$ cat config.mk
export PLATFORM = sky130hd
export DESIGN_NAME = wb_ram_slave_ctrl
export DESIGN_NICKNAME = d
export VERILOG_FILES = /design/src/rtl/wb_common_defs.sv /design/src/rtl/wb_burst_addr_next.sv /design/src/rtl/wb_ram_slave_ctrl.sv
export SDC_FILE = /design/constraint.sdc
export NUM_CORES = 1
export LEC_CHECK = 0
export ABC_AREA = 1
export BUFFER_PORTS_ARGS = -buffer_cell sky130_fd_sc_hd__buf_2
export CAP_MARGIN = 20
export CORE_AREA = 2 2 76 78
export DETAILED_ROUTE_END_ITERATION = 8
export DIE_AREA = 0 0 78 80
export PLACE_DENSITY_LB_ADDON = 0.05
export SLEW_MARGIN = 40
export SYNTH_ARGS = -nofsm -noshare
export SYNTH_HDL_FRONTEND = slang
export SYNTH_SLANG_ARGS = --single-unit
$ cat constraint.sdc
create_clock -name clk -period 1.6 [get_ports clk]
set_input_delay 0.16 -clock clk [delete_from_list [all_inputs] [get_ports clk]]
set_output_delay 0.16 -clock clk [all_outputs]
set_load 0.005 [all_outputs]
$ cat src/rtl/wb_common_defs.sv
// Shared Wishbone B4 cycle-type / burst-type encodings and slave state type.
package wb_common_defs;

    localparam logic [2:0] CTI_CLASSIC = 3'b000;
    localparam logic [2:0] CTI_CONST   = 3'b001;
    localparam logic [2:0] CTI_INC     = 3'b010;
    localparam logic [2:0] CTI_EOB     = 3'b111;

    localparam logic [1:0] BTE_LINEAR  = 2'b00;
    localparam logic [1:0] BTE_WRAP4   = 2'b01;
    localparam logic [1:0] BTE_WRAP8   = 2'b10;
    localparam logic [1:0] BTE_WRAP16  = 2'b11;

    typedef enum logic {
        ST_IDLE  = 1'b0,
        ST_BURST = 1'b1
    } wb_state_e;

    // Reserved CTI codes are deliberately treated as classic cycles.
    function automatic logic is_burst_cont(input logic [2:0] cti);
        return (cti == CTI_CONST) || (cti == CTI_INC);
    endfunction

endpackage

$ cat src/rtl/wb_burst_addr_next.sv
// Predicts the next word address of a Wishbone registered-feedback burst beat.
module wb_burst_addr_next
    import wb_common_defs::*;
#(
    parameter int RAW = 8
) (
    input  logic [RAW-1:0] addr_i,
    input  logic [2:0]     cti_i,
    input  logic [1:0]     bte_i,
    output logic [RAW-1:0] addr_next_o
);

    logic [RAW-1:0] addr_inc;
    logic [RAW-1:0] wrap_mask;

    always_comb begin
        addr_inc = addr_i + RAW'(1);
        case (bte_i)
            BTE_WRAP4:  wrap_mask = RAW'(3);
            BTE_WRAP8:  wrap_mask = RAW'(7);
            BTE_WRAP16: wrap_mask = RAW'(15);
            default:    wrap_mask = '1;
        endcase
        // Wrapping bursts only advance the low bits; linear wraps at DEPTH naturally.
        if (cti_i == CTI_INC) begin
            addr_next_o = (addr_i & ~wrap_mask) | (addr_inc & wrap_mask);
        end else begin
            addr_next_o = addr_i;
        end
    end

endmodule

$ cat src/rtl/wb_ram_slave_ctrl.sv
// Wishbone B4 slave front-end for a 1-cycle-latency synchronous RAM.
// ST_IDLE  | no burst in flight; next request takes one setup cycle
// ST_BURST | registered-feedback burst streaming, ack held each beat
module wb_ram_slave_ctrl
    import wb_common_defs::*;
#(
    parameter  int DEPTH = 256,
    localparam int RAW   = $clog2(DEPTH)
) (
    input  logic           clk,
    input  logic           rst_n,
    input  logic [31:0]    wb_adr_i,
    input  logic [31:0]    wb_dat_i,
    input  logic [3:0]     wb_sel_i,
    input  logic           wb_we_i,
    input  logic           wb_cyc_i,
    input  logic           wb_stb_i,
    input  logic [2:0]     wb_cti_i,
    input  logic [1:0]     wb_bte_i,
    output logic [31:0]    wb_dat_o,
    output logic           wb_ack_o,
    output logic           wb_err_o,
    output logic [3:0]     ram_we,
    output logic [31:0]    ram_din,
    output logic [RAW-1:0] ram_waddr,
    output logic [RAW-1:0] ram_raddr,
    input  logic [31:0]    ram_dout
);

    logic           req;
    logic           oor;
    logic           burst_cont;
    logic [RAW-1:0] word_addr;
    logic [RAW-1:0] burst_next;
    logic           unused_adr_lsb;

    wb_state_e      state_q, state_d;
    logic           ack_q, ack_d;
    logic           err_q, err_d;

    assign req            = wb_cyc_i & wb_stb_i;
    assign oor            = |wb_adr_i[31:RAW+2];
    assign word_addr      = wb_adr_i[RAW+1:2];
    assign burst_cont     = is_burst_cont(wb_cti_i);
    assign unused_adr_lsb = ^wb_adr_i[1:0];

    wb_burst_addr_next #(.RAW(RAW)) u_addr_next (
        .addr_i      (word_addr),
        .cti_i       (wb_cti_i),
        .bte_i       (wb_bte_i),
        .addr_next_o (burst_next)
    );

    always_comb begin
        ack_d   = req & ~oor & (~ack_q | burst_cont);
        err_d   = req & oor & ~err_q;
        state_d = (ack_q & burst_cont & req & ~oor) ? ST_BURST : ST_IDLE;
    end

    always_ff @(posedge clk or negedge rst_n) begin
        if (!rst_n) begin
            state_q <= ST_IDLE;
            ack_q   <= 1'b0;
            err_q   <= 1'b0;
        end else begin
            state_q <= state_d;
            ack_q   <= ack_d;
            err_q   <= err_d;
        end
    end

    assign wb_ack_o  = ack_q;
    assign wb_err_o  = err_q;
    assign wb_dat_o  = ram_dout;
    assign ram_din   = wb_dat_i;
    assign ram_waddr = word_addr;
    // An out-of-range address aliasing into the RAM must never be written.
    assign ram_we    = wb_sel_i & {4{ack_q & wb_we_i & req & ~oor}};
    // During a streaming burst, fetch the following beat so its data lands on its ack.
    assign ram_raddr = (ack_q & burst_cont) ? burst_next : word_addr;

    a_ack_err_excl: assert property (@(posedge clk) disable iff (!rst_n)
        !(ack_q && err_q));
    a_burst_has_ack: assert property (@(posedge clk) disable iff (!rst_n)
        (state_q == ST_BURST) |-> ack_q);

endmodule
Word level (Yosys, flattened, before mapping)
Index checks and enable logic that the tools add are counted.

storage, ports and cells
  output and inout port bits = 86
  register bits after elaboration = 2

cells by class
  mux-type cells = 3
  reductions and logical operators = 2
  equality and inequality tests = 5
  $add $sub $neg = 1
  bitwise gates (word level) = 18

operator list
  operator                                                         number
  8-bit case mux with 3 select lines                               1
  22-bit OR reduction                                              1
  8-bit AND                                                        2
  8-bit 2-to-1 mux                                                 2
  1-bit AND                                                        9
  8-bit by 1-bit adder with 8-bit output, second input constant    1
  8-bit inverter                                                   1
  8-bit OR                                                         1
  4-bit AND                                                        1
  2-bit == test, second input constant                             2
  3-bit by 1-bit == test with 1-bit output, second input constant  1
  3-bit by 2-bit == test with 1-bit output, second input constant  1
  1-bit inverter                                                   3
  2-bit by 1-bit == test with 1-bit output, second input constant  1
  1-bit logical OR                                                 1
  1-bit OR                                                         1

Longest topological paths before layout
  depth in word-level cells = 7
  mapped depth = 8
  depth with buffers taken out = 8

Hierarchy
Synthesis repeated with hierarchy kept, for this count alone.

unflattened totals
  cell total of the unflattened synthesis = 198
  area total of the unflattened synthesis = 1217.4 um^2

modules (own cells, without submodules)
  module              times used  area each (um^2)  cells each
  wb_ram_slave_ctrl   1           938.4             142
  wb_burst_addr_next  1           279.0             56

Least setup slack after synthesis
OpenSTA, ideal clock, no wires.

  path kind = reg-to-output
  from = register ack_q (netlist: wb_ack_o)
  to = output ram_raddr[5]
  stages on the path, launching flop included = 7
  slack = 543 ps
  arrival = 897 ps
  path through = dfrtp_1 -> inv_2 -> nor2_8 -> nand2_1 -> o21bai_1 -> nand2_1 -> inv_1

on the way
  cells in the longest elaborated chain, start to end = 2

ends and longest elaborated chain
  element                   line                     source
  start: declaration        wb_ram_slave_ctrl.sv:38  logic ack_q, ack_d;
  start signal: assignment  wb_ram_slave_ctrl.sv:67  ack_q <= ack_d;
  1-bit AND                 wb_ram_slave_ctrl.sv:80  assign ram_raddr = (ack_q & burst_cont) ? burst_next : word_addr;
  8-bit 2-to-1 mux          wb_ram_slave_ctrl.sv:80
  end: declaration          wb_ram_slave_ctrl.sv:26  output logic [RAW-1:0] ram_raddr,

Every way passes these cells.

Worst setup path after layout
  from = register ack_q (netlist: wb_ack_o)
  to = output ram_raddr[1]

Same word-level chain as after synthesis.

==> results.yml <==
cells_and_area:
  antenna_cells: 0
  nets: 279
  area_delta_synth_final_pct: -2.93
  layout-drive-gt1-share_pct: 50.6
routing:
  drc: 0
  routed_wl_mm: 2.63
  drt_iter0_drc: 10
  wire_per_inst_um: 11.1
  vias_per_cell: 3.71
  drt_pass1_iterations: 2
  dr_total_vias: 875
  ant_nets: 0
die:
  dieArea_um2: 6240
  start_util_pct: 19.7
  die_x_um: 78
  coreArea_um2: 5410
  die_h_um: 80
  num_rows: 27
  io_pins: 196
timing:
  slew_headroom_pct: 84.4
  hold_slack_ns: 0.237
  timing.setup.tns_ns: 0
  hold_violations: 0
  setup_viol: 0
  period_share_pct: 91.0
  rsz0062_at_grt: "no"
  fin_skew_ns: 0
  finalCriticalPeriod_ns: 1.46
  slew_viol_final: 0
  tightest_slew_ns: 0.233
  clock.fmax_mhz: 687
logic_synthesis:
  async_flop_share_pct: 100
  synth_top_cell_by_area: "buf_4"
  mappedNetlistArea_um2: 1070
  synth_nets: 276
  postSynthAreaPerCell_um2: 6.55
  ys.flop_type: "dfrtp_1"
  synth_top_area_share_pct: 50.6
  ys_seq_area_share_pct: 4.69
  synth_most_common_cell: "buf_4"
  ys_ff_latch: 2
  netlist_instances: 163
  synth_edf_count: 0
  netlist_top_cells_area: "buf_4, nand2_1, nor2_1, inv_1, dfrtp_1"
  synthDistinctLibCells: 23
  synth-warning-count: 0
  synthTopCellsByCount: "buf_4, nand2_1, nor2_1"
min_path:
  whs_path_depth: 3
  hp-class: "in -> reg"
  min-delay-start: "wb_stb_i"
  min_delay_worst_endpoint: "wb_ack_o$_DFF_PN0_"
worst_setup_path:
  rr_endpoint: "wb_ack_o$_DFF_PN0_"
  r2r_start: "wb_ack_o$_DFF_PN0_"
  cp_slowest_cell: "dfrtp_1"
  startpoint_type: "flop"
  crit_fanout: 6
  reg2reg_depth: 3
  worstSetupEndpointType: "output pin"
  arrival_ns: 1.30
  slowest_delay_ns: 0.40
  crit_chain: "inv_2 -> nor2_8 -> buf_12 -> buf_4 -> o21ai_0 -> buf_2"
  crit_type: "reg -> out"
  reg2reg_slack_ns: 0.75
  crit_required_ns: 1.44
placement:
  gp_congestion: 0.694
  dp.final_hpwl_mm: 2.36
  port_buffers: 65
global_routing:
  grt_start_max_net_pins: 11
  grt_pass1_wl_mm: 4.02
  first_global_vias: 888
  antenna_found_initial: 0
  grt_usage_pct: 8.12
  overflow: 0
pwr:
  p_leak_uw: 0.000622
  p_comb_share_pct: 35.6
  switching_power_uw: 103
  p_sw_share_pct: 26.4
  seq_power_share_pct: 13.6
  power-per-cell-area_nw_per_um2: 376
  intPower_uw: 286
  p_clk_share_pct: 50.7
  peakVddDrop_uv: 190
clock_tree:
  clk_path_buf_depth: 2
  clk_latency_ns: 0.21
  cts_sinks: 2
  numCtsBuffers: 3
  cts_tree: "done"
  root_buffer: "clkbuf_8"
  path_clk_slew_ns: 0.03
  htreeDepth: 1
flow_run:
  max_cap_violations: 0
outcome:
  status: "finished, final reports clean"
kinds of logic after synthesis:
group	share of synthesized area, %
buffers and inverters	57.7
AND/OR/NAND/NOR	28.4
XOR/XNOR	4.10
AO/OA/AOI/OAI	1.64
adder cells (fa/ha/maj)	3.52
flip-flops	4.69
repair_timing:
item / CTS / global route
endpoints found under the hold margin: 2 / 0
hold buffers: 1 / 0
resized for setup: 0 / 0
buffers inserted: 0 / 4
endpoints found under the setup margin: 0 / 1
worst max path at each step:
stage	start	end	slack (ns)	depth (start not counted)
finish	wb_ack_o$_DFF_PN0_	ram_raddr[1]	0.14	6
global route	wb_ack_o$_DFF_PN0_	ram_raddr[5]	0.04	8
CTS	wb_ack_o$_DFF_PN0_	ram_raddr[5]	0.08	8
detailed placement	wb_bte_i[1]	ram_raddr[5]	0.23	10
global placement	wb_bte_i[1]	ram_raddr[5]	0.22	10
floorplan	wb_ack_o$_DFF_PN0_	ram_raddr[5]	0.54	6
worst max-delay path: cells and delay by family, from the launching register on:
kind	cells	cell delay, ns
buffers and inverters	4	0.49
DFF	1	0.40
AOI/OAI and AO/OA	1	0.13
and+or+nand+nor	1	0.05
through the flow:
step	util (%)	cell area [um2]	total power [uW]	cells	worst slack, ns
6_report	19.2	1040	389	236	0.144
5_1_grt	19.2	1040	421	236	0.0419
4_1_cts	18.4	993	401	232	0.0765
3_5_place_dp	17.4	942	194	228	0.232
3_3_place_gp	17.4	942	193	228	0.224
2_1_floorplan	-	1070	247	163	0.543
power by group through the flow:
stage / sequential, uW / combinational (uW) / clock, uW
2_1_floorplan: 53.7 / 193 / 0
3_3_place_gp: 53.5 / 139 / 0
3_5_place_dp: 53.6 / 141 / 0
4_1_cts: 53.1 / 143 / 205
5_1_grt: 53.2 / 159 / 209
6_report: 53.1 / 139 / 197
metal layers:
| layer | routed length [um] | global-route usage (%) | part of all wire [%] |
|---|---|---|---|
| met1 | 827 | 7.26 | 31 |
| met2 | 1230 | 13.2 | 47 |
| met3 | 526 | 6.79 | 20 |
| met4 | 46 | 3.16 | 1.7 |
| met5 | 0 | 2.73 | 0 |
layout by cell type (no fill, tap or decap):
| cell type | netlist | layout |
|---|---|---|
| clkbuf_8 | 0 | 3 |
| nor2_1 | 19 | 19 |
| nand4_1 | 2 | 2 |
| nor3b_2 | 1 | 1 |
| inv_2 | 2 | 2 |
| nand3b_4 | 1 | 1 |
| nand2_1 | 19 | 19 |
| inv_1 | 18 | 18 |
| nor3_1 | 2 | 2 |
| nor2_8 | 1 | 1 |
| o21bai_1 | 1 | 1 |
| and2_1 | 2 | 2 |
| buf_2 | 0 | 65 |
| nand3_1 | 4 | 4 |
| buf_4 | 72 | 3 |
| nor2_4 | 1 | 1 |
| buf_12 | 0 | 1 |
| nand3_2 | 1 | 1 |
| dfrtp_1 | 2 | 2 |
| ha_1 | 3 | 3 |
| nand2_2 | 2 | 2 |
| or2_1 | 1 | 1 |
| xor2_1 | 3 | 3 |
| dlygate4sd3_1 | 0 | 1 |
| o21ai_0 | 2 | 2 |
| xnor2_1 | 2 | 2 |
| nor2_2 | 2 | 2 |
final cells by class:
cell class                      count  area, um2
Fill cell                         654       4370
Multi-Input combinational cell     69        402
Timing Repair Buffer               70        378
Tap cell                           72       90.1
Inverter                           20       75.1
Sequential cell                     2       50.0
Clock buffer                        3       41.3
flip-flops by register name, indices dropped and copies added (netlist names):
| register | cells |
|---|---|
| wb_ack_o | 1 |
| wb_err_o | 1 |
Power figures use the tool's default switching activity.
